## src/rtl/multicycle_ctrl_pkg.sv

```systemverilog
// Shared definitions for the multicycle processor control unit.
//   state_t        : controller states (also the state_o debug encoding)
//   OP_*           : instruction opcodes
//   ALU_*          : alu_op codes
//   SRCB_*         : alu_src_b select codes
//   is_wait_state(): states that wait on mem_ready and can time out
package multicycle_ctrl_pkg;

  typedef enum logic [3:0] {
    FETCH    = 4'd0,
    DECODE   = 4'd1,
    MEM_ADDR = 4'd2,
    MEM_RD   = 4'd3,
    MEM_WB   = 4'd4,
    MEM_WR   = 4'd5,
    R_EXEC   = 4'd6,
    R_WB     = 4'd7,
    BRANCH   = 4'd8,
    TRAP     = 4'd9
  } state_t;

  localparam logic [2:0] OP_RTYPE = 3'b111;
  localparam logic [2:0] OP_LW    = 3'b000;
  localparam logic [2:0] OP_SW    = 3'b001;
  localparam logic [2:0] OP_BEQ   = 3'b011;

  localparam logic [1:0] ALU_ADD   = 2'b00;
  localparam logic [1:0] ALU_SUB   = 2'b01;
  localparam logic [1:0] ALU_FUNCT = 2'b10;

  localparam logic [1:0] SRCB_RT   = 2'b00;
  localparam logic [1:0] SRCB_ONE  = 2'b01;
  localparam logic [1:0] SRCB_IMM  = 2'b10;
  localparam logic [1:0] SRCB_BOFF = 2'b11;

  function automatic logic is_wait_state(input state_t s);
    return s inside {FETCH, MEM_RD, MEM_WR};
  endfunction

endpackage

```

## src/rtl/mem_wait_timer.sv

```systemverilog
// Memory wait timer for multicycle_ctrl.
//   clk, rst   : clock and synchronous active-high reset
//   active     : controller is in a state waiting on mem_ready
//   mem_ready  : memory completion
//   timeout    : this cycle is the MEM_WAIT_MAX-th consecutive wait cycle
//                and mem_ready is still low
// The counter holds the number of wait cycles already spent in the current
// memory state. It is cleared whenever the controller is outside a wait
// state or the access completes, so every wait state is entered with 0.
module mem_wait_timer #(
  parameter int MEM_WAIT_MAX = 15
) (
  input  logic clk,
  input  logic rst,
  input  logic active,
  input  logic mem_ready,
  output logic timeout
);

  logic [7:0] wait_cnt;

  // NOTE: sequential state is updated with non-blocking assignments only.
  always_ff @(posedge clk) begin
    if (rst || !active || mem_ready) begin
      wait_cnt <= '0;
    end else begin
      wait_cnt <= wait_cnt + 8'd1;
    end
  end

  // mem_ready has priority: a completing access never times out.
  assign timeout = active && !mem_ready && (wait_cnt == 8'(MEM_WAIT_MAX - 1));

endmodule

```

## src/rtl/multicycle_ctrl.sv

```systemverilog
// Multicycle processor control unit (R-type and/or, lw, sw, beq).
//   clk, rst        : clock, synchronous active-high reset
//   opcode          : instruction opcode from the IR
//   zero            : ALU zero flag (used in BRANCH)
//   mem_ready       : memory completion for the current read/write
//   pc_write, ir_write, i_or_d, mem_read, mem_write,
//   reg_dst, mem_to_reg, reg_write, alu_src_a, alu_src_b, alu_op, pc_src
//                   : datapath controls decoded from the state register
//   fault           : sticky; illegal opcode or memory timeout
//   state_o         : current state encoding for debug
//   instr_cnt       : retired-instruction count, present only when the
//                     macro CTRL_PERF_CNT_EN is defined
module multicycle_ctrl
  import multicycle_ctrl_pkg::*;
#(
  parameter int MEM_WAIT_MAX = 15
) (
  input  logic        clk,
  input  logic        rst,
  input  logic [2:0]  opcode,
  input  logic        zero,
  input  logic        mem_ready,
  output logic        pc_write,
  output logic        ir_write,
  output logic        i_or_d,
  output logic        mem_read,
  output logic        mem_write,
  output logic        reg_dst,
  output logic        mem_to_reg,
  output logic        reg_write,
  output logic        alu_src_a,
  output logic [1:0]  alu_src_b,
  output logic [1:0]  alu_op,
  output logic        pc_src,
  output logic        fault,
  output logic [3:0]  state_o
`ifdef CTRL_PERF_CNT_EN
  ,
  output logic [15:0] instr_cnt
`endif
);

  state_t state;
  logic   timeout;

  mem_wait_timer #(
    .MEM_WAIT_MAX(MEM_WAIT_MAX)
  ) u_timer (
    .clk      (clk),
    .rst      (rst),
    .active   (is_wait_state(state)),
    .mem_ready(mem_ready),
    .timeout  (timeout)
  );

  // Every transition into TRAP also raises the sticky fault flag.
  always_ff @(posedge clk) begin
    if (rst) begin
      state <= FETCH;
      fault <= 1'b0;
    end else begin
      unique case (state)
        FETCH: begin
          if (mem_ready)    state <= DECODE;
          else if (timeout) begin state <= TRAP; fault <= 1'b1; end
        end
        DECODE: begin
          unique case (opcode)
            OP_LW, OP_SW: state <= MEM_ADDR;
            OP_RTYPE:     state <= R_EXEC;
            OP_BEQ:       state <= BRANCH;
            default:      begin state <= TRAP; fault <= 1'b1; end
          endcase
        end
        MEM_ADDR: begin
          if (opcode == OP_LW)      state <= MEM_RD;
          else if (opcode == OP_SW) state <= MEM_WR;
          else                      begin state <= TRAP; fault <= 1'b1; end
        end
        MEM_RD: begin
          if (mem_ready)    state <= MEM_WB;
          else if (timeout) begin state <= TRAP; fault <= 1'b1; end
        end
        MEM_WR: begin
          if (mem_ready)    state <= FETCH;
          else if (timeout) begin state <= TRAP; fault <= 1'b1; end
        end
        MEM_WB, R_WB, BRANCH: state <= FETCH;
        R_EXEC:               state <= R_WB;
        TRAP:                 state <= TRAP;
        default:              begin state <= TRAP; fault <= 1'b1; end
      endcase
    end
  end

  assign state_o = state;

  // Write strobes are forced low while rst is asserted so a reset taken
  // mid-access never commits a write.
  always_comb begin
    // NOTE: every output gets a default first, so no path infers a latch.
    pc_write   = 1'b0;
    ir_write   = 1'b0;
    i_or_d     = 1'b0;
    mem_read   = 1'b0;
    mem_write  = 1'b0;
    reg_dst    = 1'b0;
    mem_to_reg = 1'b0;
    reg_write  = 1'b0;
    alu_src_a  = 1'b0;
    alu_src_b  = SRCB_RT;
    alu_op     = ALU_ADD;
    pc_src     = 1'b0;
    unique case (state)
      FETCH: begin
        mem_read  = 1'b1;
        alu_src_b = SRCB_ONE;
        ir_write  = mem_ready && !rst;
        pc_write  = mem_ready && !rst;
      end
      DECODE:   alu_src_b = SRCB_BOFF;
      MEM_ADDR: begin
        alu_src_a = 1'b1;
        alu_src_b = SRCB_IMM;
      end
      MEM_RD: begin
        mem_read = 1'b1;
        i_or_d   = 1'b1;
      end
      MEM_WB: begin
        reg_write  = !rst;
        mem_to_reg = 1'b1;
      end
      MEM_WR: begin
        mem_write = !rst;
        i_or_d    = 1'b1;
      end
      R_EXEC: begin
        alu_src_a = 1'b1;
        alu_op    = ALU_FUNCT;
      end
      R_WB: begin
        reg_write = !rst;
        reg_dst   = 1'b1;
      end
      BRANCH: begin
        alu_src_a = 1'b1;
        alu_op    = ALU_SUB;
        pc_src    = 1'b1;
        pc_write  = zero && !rst;
      end
      default: ;
    endcase
  end

`ifdef CTRL_PERF_CNT_EN
  // One instruction retires on each return to FETCH from a final state.
  logic retire;
  assign retire = (state inside {MEM_WB, R_WB, BRANCH}) ||
                  (state == MEM_WR && mem_ready);

  always_ff @(posedge clk) begin
    if (rst)         instr_cnt <= '0;
    else if (retire) instr_cnt <= instr_cnt + 16'd1;
  end
`endif

endmodule
```

## config.mk

```make
export PLATFORM = sky130hd
export DESIGN_NAME = multicycle_ctrl
export DESIGN_NICKNAME = d
export VERILOG_FILES = /design/src/rtl/multicycle_ctrl_pkg.sv /design/src/rtl/mem_wait_timer.sv /design/src/rtl/multicycle_ctrl.sv
export SDC_FILE = /design/constraint.sdc
export NUM_CORES = 1
export LEC_CHECK = 0
export BUFFER_PORTS_ARGS = -buffer_cell sky130_fd_sc_hd__buf_2
export CORE_ASPECT_RATIO = 2
export CORE_MARGIN = 4
export CORE_UTILIZATION = 25
export DETAILED_ROUTE_END_ITERATION = 8
export PLACE_DENSITY = 0.47
export SLEW_MARGIN = 20
export SYNTH_ARGS = -nofsm -noshare
export SYNTH_HDL_FRONTEND = slang
export SYNTH_SLANG_ARGS = --single-unit
```

## constraint.sdc

```tcl
create_clock -name clk -period 1.69 [get_ports clk]
set_input_delay 0.0845 -clock clk [delete_from_list [all_inputs] [get_ports clk]]
set_output_delay 0.0845 -clock clk [all_outputs]
set_load 0.02 [all_outputs]
```

-- Word level (Yosys, flattened, before mapping)
Index checks and enable logic that the tools add are counted.
- reductions and logical operators: 22
- $add $sub $neg: 1
- bitwise logic cells: 1
- muxes and demuxes: 26
- equality and inequality tests: 18
- operators by type and width (cell ; number):
    $pmux 4 s7 ; 1
    $mux 4 ; 6
    $eq 4x3->1 const B ; 4
    $mux 1 ; 14
    $pmux 4 s3 ; 1
    $reduce_or 3->1 ; 3
    $add 8x1->8 const B ; 1
    $eq 4x2->1 const B ; 2
    $eq 4x4->1 const B ; 2
    $eq 8x4->1 const B ; 1
    $ne 2x2->1 const B ; 4
    $reduce_or 2->1 ; 4
    $pmux 2 s3 ; 1
    $reduce_and 6->1 ; 1
    $reduce_or 5->1 ; 1
    $eq 4x1->1 const B ; 1
    $logic_and 1x1->1 ; 4
    $logic_not 4->1 ; 1
    $pmux 1 s4 ; 1
    $pmux 2 s2 ; 1
    $reduce_or 4->1 ; 1
    $eq 3x1->1 const B ; 1
    $eq 3x2->1 const B ; 1
    $eq 3x3->1 const B ; 1
    other kinds (7) ; 10
- input bits: 7
- output and inout port bits: 19
- logic and storage cells: 71
- flip-flop bits (word level): 13

-- Longest topological paths before layout
Gate-level depths: netlist (run 1).
- word-level depth: 7
- mapped depth: 6
- mapped depth without buffers: 6

-- Hierarchy
From an unflattened synthesis (run 1), not the netlist that was laid out.
- cell total of the unflattened synthesis: 125
- area total of the unflattened synthesis: 939.7 um^2
- by module, submodules not included (module ; area an instance (um^2) ; sequential area each (um^2) ; cells each ; instances):
    multicycle_ctrl ; 581.8 ; 100.1 ; 85 ; 1
    mem_wait_timer ; 357.8 ; 160.2 ; 40 ; 1

-- Least setup slack after synthesis (run 1)
No wires, ideal clock.
- path kind: flip-flop to output port
- start: reg state[0], in the netlist state_o[0]
- end: out pc_write
- arrival: 1.554 ns
- path buffers: 1
- slack: 0.051 ns
- cell stages (with the launch flop): 4
- cells stage by stage: dfxtp_1 -> buf_2 -> or3_1 -> nor3_1
- cells in the longest elaborated chain, start to end: 2
- elaborated cells between the ends (all ways): 3
- those cells by class: eq/ne (1); mux (1); reduce/logical (1)
- ends and longest elaborated chain (element ; RTL line ; source):
    start: declaration ; multicycle_ctrl.sv:43 ; state_t state;
    start signal: assignment ; multicycle_ctrl.sv:59 ; state <= FETCH;
    start signal: assignment ; multicycle_ctrl.sv:64 ; if (mem_ready) state <= DECODE;
    start signal: assignment ; multicycle_ctrl.sv:65 ; else if (timeout) begin state <= TRAP; fault <= 1'b1; end
    $eq 4x4->1 / $logic_not 4->1 (equally long branches) ; multicycle_ctrl.sv:114 ; unique case (state)
    $pmux 1 s2 (*) ; multicycle_ctrl.sv:114 ;
    end: declaration ; multicycle_ctrl.sv:23 ; output logic pc_write,
Every way passes the cells marked *; elsewhere a longest branch is shown, timed or not.

-- Final worst setup path (run 1)
Same ends and word-level chain as after synthesis.

==> results of run 1 <==
cells by family after synthesis:
group                    share of synthesized area
AND/OR/NAND/NOR                             0.3547
AO/OA/AOI/OAI                               0.1937
flip-flops                                  0.2838
buffers and inverters                      0.04092
XOR/XNOR                                   0.06685
multiplexers                               0.03274
adder cells (fa/ha/maj)                    0.02728
synth_stat cells, drive strengths merged (2+ instances only):
| master | instances | share of area |
|---|---|---|
| dfxtp | 13 | 0.28 |
| nor2 | 20 | 0.082 |
| and3 | 3 | 0.020 |
| o21ai | 2 | 0.011 |
| nand3 | 4 | 0.022 |
| nand4 | 3 | 0.020 |
| ha | 2 | 0.027 |
| nor3 | 6 | 0.038 |
| mux2i | 3 | 0.033 |
| inv | 3 | 0.012 |
| nor4 | 2 | 0.014 |
| nand2 | 10 | 0.041 |
| a21oi | 10 | 0.055 |
| nand2b | 5 | 0.034 |
| a21o | 2 | 0.016 |
| a31oi | 2 | 0.014 |
| nor2b | 2 | 0.014 |
| clkbuf | 2 | 0.0082 |
| xor2 | 6 | 0.057 |
| buf | 4 | 0.020 |
final cells by class:
cell class | instances | area, µm²
well taps | 48 | 60.06
clock inverters | 1 | 5.005
fillers | 394 | 2256
inverters | 3 | 11.26
flip-flops and latches | 13 | 262.8
clock buffers | 3 | 41.29
repair buffers | 33 | 185.2
multi-input cells | 99 | 631.9
per-layer routing:
layer / global-route usage / part of all wire / up-vias
met3: 0.01590 / 0.050 / 8
met4: 0.07416 / 0.029 / 0
met1: 0.1073 / 0.37 / 431
li1: - / - / 492
met5: 0 / 0 / -
met2: 0.2107 / 0.55 / 23
what timing repair did:
item	4_1_cts	5_1_grt
endpoints found under the hold margin	0	0
gates resized for setup	1	3
setup buffers	0	0
gates cloned	0	0
endpoints found under the setup margin	1	5
tightest hold or removal path: cells and delay by family:
kind                   cells  cell delay (ps)
buffers and inverters      2              270
AOI/OAI and AO/OA          1               40
power breakdown:
group / total, W / internal, W / leakage [nW] / switching [W]
clock: 0.000281 / 0.000163 / 0.0255 / 0.000118
combinational: 0.000706 / 0.000286 / 0.405 / 0.000419
sequential: 0.000407 / 0.000348 / 0.107 / 0.0000595
total: 0.00139 / 0.000797 / 0.537 / 0.000597
through the flow:
stage	instance area, µm²	setup WS [ps]	instances	utilization	hold slack [ps]
2_1_floorplan	917.1	51.10	121	-	292.1
3_3_place_gp	1136	133.0	196	0.3290	448.2
6_report	1197	118.9	200	0.3467	191.0
3_5_place_dp	1136	109.1	196	0.3290	456.2
4_1_cts	1187	60.50	200	0.3438	197.8
5_1_grt	1197	3.803	200	0.3467	212.4
registers in the layout, summed over array words and instances, names as in the netlist:
| signal | cells |
|---|---|
| u_timer.wait_cnt | 8 |
| state_o | 4 |
| fault | 1 |
path summary, 6_finish.rpt:
path	to	startpoint	slack, ps	depth (start not counted)
worst max-delay path	pc_write	state_o[0]	120	3
worst min register to register	fault	fault	460	2
worst max register to register	state_o[3]	state_o[0]	170	5
worst min-delay path	state_o[2]	rst	190	3
==> flow_metrics.tcl, run 1 <==
set metrics [dict create \
    io_pins 26 \
    die_y_um 93.66 \
    worstPathMaxFanout 13 \
    synthFlopType "dfxtp_1" \
    synth_nets 130 \
    cts_buffers 3 \
    cts_tree "done" \
    viasPerCell 4.770 \
    grt_pass1_vias 926 \
    drc_errors 0 \
    ant_nets 0 \
    clockBufferDepth 2 \
    drv_cap 0 \
    critPathMaxStageDelay_ps 460 \
    clk_transition_reported_paths_ps 60 \
    cp-start-kind "register" \
    hold_viol_final 0 \
    initial_core_util 0.2656 \
    final_common_cell "buf_2" \
    grt_pass1_wl_um 4091 \
    grt_overflow 0 \
    syn_inst 121 \
    root_buffer "clkbuf_8" \
    dieArea_um2 4760 \
    first_pass_iters 4 \
    crit_path_end_kind "output pin" \
    core_area_um2 3453 \
    path_cells "or3_4, nor3_1, buf_2" \
    antenna_found_initial 0 \
    status "finished, final reports clean" \
    ys_types 39 \
    worstMarginPinSlew_ps 371.1 \
    fin_tns_setup_ps 0 \
    ys_seq_area_frac 0.2838 \
    rsz0062_at_grt "no" \
    nNetsFinal 162 \
    syn_area_per_cell_um2 7.580 \
    clock_skew_ps 3.570 \
    setup_viol 0 \
    drive_gt1_frac 0.3092 \
    track_usage 0.1119 \
    slew_violations 0 \
    critPathSlowestCell "or3_4" \
    hold_class "input pin to register" \
    finalCriticalPeriod_ps 1571 \
    async_reset_ff_frac 0 \
    critPathTopFamily "simple AND/OR/NAND/NOR gates" \
    grt_max_degree 14 \
    drtIter0Drc 24 \
    critPathKind "register to output pin" \
    globalplace.congestion 0.7825 \
    leakagePower_nw 0.5367 \
    syn_area_um2 917.1 \
    wire_per_inst_um 12.61 \
    finalPower_w 0.001394 \
    clock-sinks 13 \
    period_share 0.9296 \
    synth-seq-cells 13 \
    required_ps 1610 \
    worstPathArrival_ps 1490 \
    wl_um 2521 \
    slew_headroom 0.7523 \
    dp.final_hpwl_um 2040 \
    ys_warn_count 0 \
    row_count 30 \
    fmax_mhz 636.5 \
    mostFrequentLayoutCells "buf_2 (25), nor2_1 (20), dfxtp_1 (11), nand2_1 (10), a21oi_1 (10)" \
    n_antenna_cell 0 \
    num_vias 954 \
    irDropWorstVdd_mv 0.5130 \
    port_buffers 25 \
    synth_edf_count 0 \
    holdBufCountCts 0 \
    area_growth_pct 30.56 \
    die_w_um 50.83 \
    clk_latency_ps 250 \
    crit_buf_inv 1 \
    ctsHtreeMaxLevel 1 \
    p_per_area_nw_per_um2 1164 \
]
No activity file was read; power rests on OpenSTA's default activity.
==> inputs of run 2 (changes only) <==
CTS_CLUSTER_DIAMETER = 150   (was default)
MAX_ROUTING_LAYER = met4   (was default)
==> flow_metrics.tcl, run 2 (synthesized netlist as in run 1, its figures left out) <==
set metrics [dict create \
    status "finished, final reports clean" \
    grt_pass1_vias 926 \
    mostFrequentLayoutCells "buf_2 (25), nor2_1 (20), dfxtp_1 (11), nand2_1 (10), a21oi_1 (10)" \
    wire_per_inst_um 12.61 \
    required_ps 1610 \
    first_pass_iters 4 \
    critPathMaxStageDelay_ps 460 \
    worstPathArrival_ps 1490 \
    regArea_um2 262.8 \
    ant_nets 0 \
    num_vias 954 \
    critPathKind "register to output pin" \
    cts_buffers 3 \
    cp-start-kind "register" \
    dp.final_hpwl_um 2040 \
    initial_core_util 0.2656 \
    antenna_found_initial 0 \
    fmax_mhz 636.5 \
    hold_viol_final 0 \
    core_area_um2 3453 \
    multi_input_area_um2 631.9 \
    track_usage 0.1148 \
    clockBufferDepth 2 \
    whs_ps 191.0 \
    leakagePower_nw 0.5367 \
    holdBufCountCts 0 \
    io_pins 26 \
    die_y_um 93.66 \
    n_antenna_cell 0 \
    fill_cells 394 \
    row_count 30 \
    worstMarginPinSlew_ps 371.1 \
    clk_latency_ps 250 \
    slew_violations 0 \
    drc_errors 0 \
    drv_cap 0 \
    fin_tns_setup_ps 0 \
    grt_overflow 0 \
    slew_headroom 0.7523 \
    port_buffers 25 \
    die_w_um 50.83 \
    final_common_cell "buf_2" \
    ctsHtreeMaxLevel 1 \
    root_buffer "clkbuf_8" \
    clock-sinks 13 \
    largest-register "u_timer.wait_cnt" \
    grt_pass1_wl_um 4098 \
    finalCriticalPeriod_ps 1571 \
    globalplace.congestion 0.7934 \
    wl_um 2521 \
    setup_viol 0 \
    viasPerCell 4.770 \
    p_per_area_nw_per_um2 1164 \
    worstPathMaxFanout 13 \
    clock_skew_ps 3.570 \
    drtIter0Drc 21 \
    path_cells "or3_4, nor3_1, buf_2" \
    hold_class "input pin to register" \
    critPathSlowestCell "or3_4" \
    dieArea_um2 4760 \
    drive_gt1_frac 0.3092 \
    crit_path_end_kind "output pin" \
    grt_max_degree 14 \
    area_growth_pct 30.56 \
    reg2reg_slack_ps 170 \
    post_cts_buffers 0 \
    cts_resized 1 \
    clk_transition_reported_paths_ps 60 \
    period_share 0.9296 \
    rsz0062_at_grt "no" \
    irDropWorstVdd_mv 0.5130 \
    nNetsFinal 162 \
    largest_reg_flops 8 \
    cts_tree "done" \
]
[run 2: cell counts in the layout (fill, tap and decap cells not counted)]
No cell type changed its count.
[run 2: cell type report]
class,instances,share of cell area
Timing Repair Buffer,33,0.1547
Inverter,3,0.009404
Sequential cell,13,0.2194
Multi-Input combinational cell,99,0.5277
Clock buffer,3,0.03448
Clock inverter,1,0.004180
Tap cell,48,0.05016
[run 2: path summary, 6_finish.rpt]
check | endpoint | cells after the start | startpoint
setup / recovery | pc_write | 3 | state_o[0]
hold / removal | state_o[2] | 3 | rst
setup reg to reg | state_o[3] | 5 | state_o[0]
hold reg to reg | fault | 2 | fault
[run 2: power breakdown]
part | total [W] | internal [W] | switching, W
Combinational | 0.000706 | 0.000286 | 0.000419
Sequential | 0.000407 | 0.000348 | 0.0000595
Clock | 0.000281 | 0.000163 | 0.000118
Total | 0.00139 | 0.000797 | 0.000597
[run 2: layer usage]
layer | share of wire | GRT usage | vias up | wire length, µm
met5 | 0 | - | - | 0
met4 | 0.029 | 0.07416 | 0 | 73
met3 | 0.050 | 0.01590 | 8 | 125
met2 | 0.55 | 0.2107 | 23 | 1383
met1 | 0.37 | 0.1073 | 431 | 939
li1 | - | - | 492 | -
[run 2: critical path: cells and delay by family, from the launching register on]
family                 cells  cell delay (ps)
buffers and inverters      1              190
AND/OR/NAND/NOR            2              640
flip-flops                 1              410
[run 2: stage by stage]
stage          total power (W)  utilization  cells  cell area (µm²)  worst slack [ps]
2_1_floorplan        0.0008767            -    121            917.1             51.10
3_3_place_gp          0.001104       0.3290    196             1136             133.0
3_5_place_dp          0.001107       0.3290    196             1136             109.1
4_1_cts               0.001404       0.3438    200             1187             60.50
5_1_grt               0.001490       0.3467    200             1197             3.806
6_report              0.001394       0.3467    200             1197             118.9
==> inputs of run 3 (changes only) <==
CORE_ASPECT_RATIO = default   (was 2)
CORE_UTILIZATION = 45   (was 25)
PLACE_DENSITY = 0.73   (was 0.47)
SYNTH_HIERARCHICAL = 1   (was default)
==> flow_metrics.tcl, run 3 <==
set metrics [dict create \
    worstMarginPinSlew_ps 279.2 \
    finalCriticalPeriod_ps 1958 \
    drc_errors 0 \
    whs_ps 109.6 \
    slew_headroom 0.8085 \
    num_vias 1019 \
    status "finished, violations left" \
    viasPerCell 5.449 \
    port_buffers 25 \
    switching_share 0.3417 \
    critPathKind "register to register" \
    irDropWorstVdd_mv 0.6550 \
    synth_commonest_cells "nor2_1 (17), dfxtp_1 (13), a21oi_1 (10), nor3_1 (9), nand2b_1 (8)" \
    path_cells "xnor2_2, mux2i_2, nor2_2, nand4b_1, nor3_1, nor4bb_4, nor2b_4, or3b_1, a21oi_2" \
    synth_nets 134 \
    first_pass_iters 4 \
    fmax_mhz 510.6 \
    reg2reg_slack_ps -270 \
    setup_slack_ps -268.3 \
    hold_class "input pin to register" \
    clock-sinks 13 \
    syn_area_um2 939.7 \
    die_y_um 53.70 \
    grt_pass1_wl_um 4146 \
    slew_violations 0 \
    area_growth_pct 37.82 \
    critPathSlowestCell "dfxtp_4" \
    critPathTopFamily "simple AND/OR/NAND/NOR gates" \
    synthFlopType "dfxtp_1" \
    p_sw_w 0.0002861 \
    nNetsFinal 170 \
    row_count 16 \
    globalplace.congestion 0.8451 \
    pre_cts_slack_ps -306.2 \
    ant_nets 0 \
    ys_seq_area_frac 0.2770 \
    cp-start-kind "register" \
    syn_inst 125 \
    crit_path_end_kind "register" \
    core_area_um2 1982 \
    synth_top_area_share 0.2770 \
    synth_most_common_cell "nor2_1" \
    grt_max_degree 16 \
    root_buffer "clkbuf_4" \
    clk_transition_reported_paths_ps 70 \
    clkPwrFrac 0.221 \
    worstHoldPathCells 2 \
    cts_buffers 3 \
    track_usage 0.1999 \
    ys_warn_count 6 \
    mostFrequentLayoutCells "buf_2 (24), buf_4 (16), nor2_1 (15), dfxtp_1 (11), a21oi_1 (8)" \
    initial_core_util 0.4741 \
    syn_area_per_cell_um2 7.517 \
    leakagePower_nw 0.5331 \
    grt_overflow 0 \
    rr_worst_depth 9 \
    period_share 1.159 \
    async_reset_ff_frac 0 \
    synth_edf_count 0 \
    grt_pass1_vias 977 \
    holdBufCountCts 0 \
    largest-register "u_timer/wait_cnt" \
    clockBufferDepth 2 \
    drv_cap 0 \
    ctsHtreeMaxLevel 1 \
    power.internal_w 0.0005513 \
    p_comb_frac 0.384 \
    rsz0062_at_grt "yes" \
    synth.largest_area_cell "dfxtp_1" \
    critPathMaxStageDelay_ps 360 \
    worstPathArrival_ps 2170 \
    cts_tree "done" \
    largest_reg_flops 8 \
    dp.final_hpwl_um 1816 \
    cp.depth 9 \
    synth-seq-cells 13 \
    clock_skew_ps 1.835 \
    drive_gt1_frac 0.3813 \
    drtIter0Drc 13 \
    n_antenna_cell 0 \
    clk_latency_ps 270 \
    crit_buf_inv 0 \
    violations "setup timing" \
    wl_um 2514 \
    p_per_area_nw_per_um2 646.6 \
    setup_viol 5 \
    synthTopCellsByArea "dfxtp_1 (28%), nor2_1 (6.8%), a21oi_1 (5.3%), nand2b_1 (5.3%), nor3_1 (4.8%)" \
    seq_power_share 0.395 \
    finalPower_w 0.0008374 \
    io_pins 26 \
    die_w_um 53.70 \
    ys_types 39 \
    hold_viol_final 0 \
    fill_cells 164 \
    final_common_cell "buf_2" \
    required_ps 1900 \
    dieArea_um2 2883 \
    worstPathMaxFanout 3 \
    wire_per_inst_um 13.44 \
    antenna_found_initial 0 \
]
## run 3: changes by cell type after synthesis, moves of 3 or more
cell,delta
nand2_1,-3
xor2_1,-4
nand2b_1,+3
nor3b_1,+3
nor2_1,-3
and3_1,-3
nor3_1,+4
## run 3: power groups by stage
stage	Sequential, W	Clock [W]	Combinational [W]
2_1_floorplan	0.000356	0	0.000173
3_3_place_gp	0.000337	0	0.000276
3_5_place_dp	0.000338	0	0.000281
4_1_cts	0.000331	0.000187	0.000301
5_1_grt	0.000333	0.000211	0.000349
6_report	0.000331	0.000185	0.000321
## run 3: cells by family after synthesis
| group | count (synthesis) | share of synthesized area |
|---|---|---|
| adder cells (fa/ha/maj) | 2 | 0.02663 |
| flip-flops | 13 | 0.2770 |
| buffers and inverters | 12 | 0.06125 |
| multiplexers | 3 | 0.03595 |
| AND/OR/NAND/NOR | 63 | 0.3635 |
| AO/OA/AOI/OAI | 27 | 0.1891 |
| XOR/XNOR | 5 | 0.04661 |
## run 3: final cells by class
type | instances | area (µm²) | share of cell area
clock buffers | 4 | 26.28 | 0.02029
inverters | 3 | 11.26 | 0.008696
multi-input cells | 100 | 715.7 | 0.5527
flip-flops and latches | 13 | 267.8 | 0.2068
well taps | 27 | 33.78 | 0.02609
repair buffers | 40 | 240.2 | 0.1855
## run 3: per-layer routing
layer	vias to the layer above	share of wire	routed length, µm	track usage
met4	0	0.014	35	0.05106
met2	27	0.48	1211	0.3145
li1	511	-	-	-
met5	-	0	0	-
met3	6	0.055	139	0.06371
met1	475	0.45	1127	0.2454
## run 3: path summary, 6_finish.rpt
| kind | from | end |
|---|---|---|
| min reg2reg | fault | fault |
| min | rst | state_o[3] |
| max | state_o[0] | state_o[3] |
| max reg2reg | state_o[0] | state_o[3] |
## run 3: through the flow
stage / utilization / setup TNS, ps / area, µm² / cells
6_report: 0.6534 / -743.3 / 1295 / 187
5_1_grt: 0.6534 / -1389 / 1295 / 187
4_1_cts: 0.6282 / -844.5 / 1245 / 187
3_5_place_dp: 0.5909 / -984.6 / 1171 / 181
3_3_place_gp: 0.5909 / -580.1 / 1171 / 181
2_1_floorplan: - / -646.0 / 970.9 / 125
## run 3: what timing repair did
item	in CTS	in global routing
setup endpoints to repair	6	10
gates cloned	0	0
setup buffers	3	0
resized for setup	9	11
pin swaps	5	1
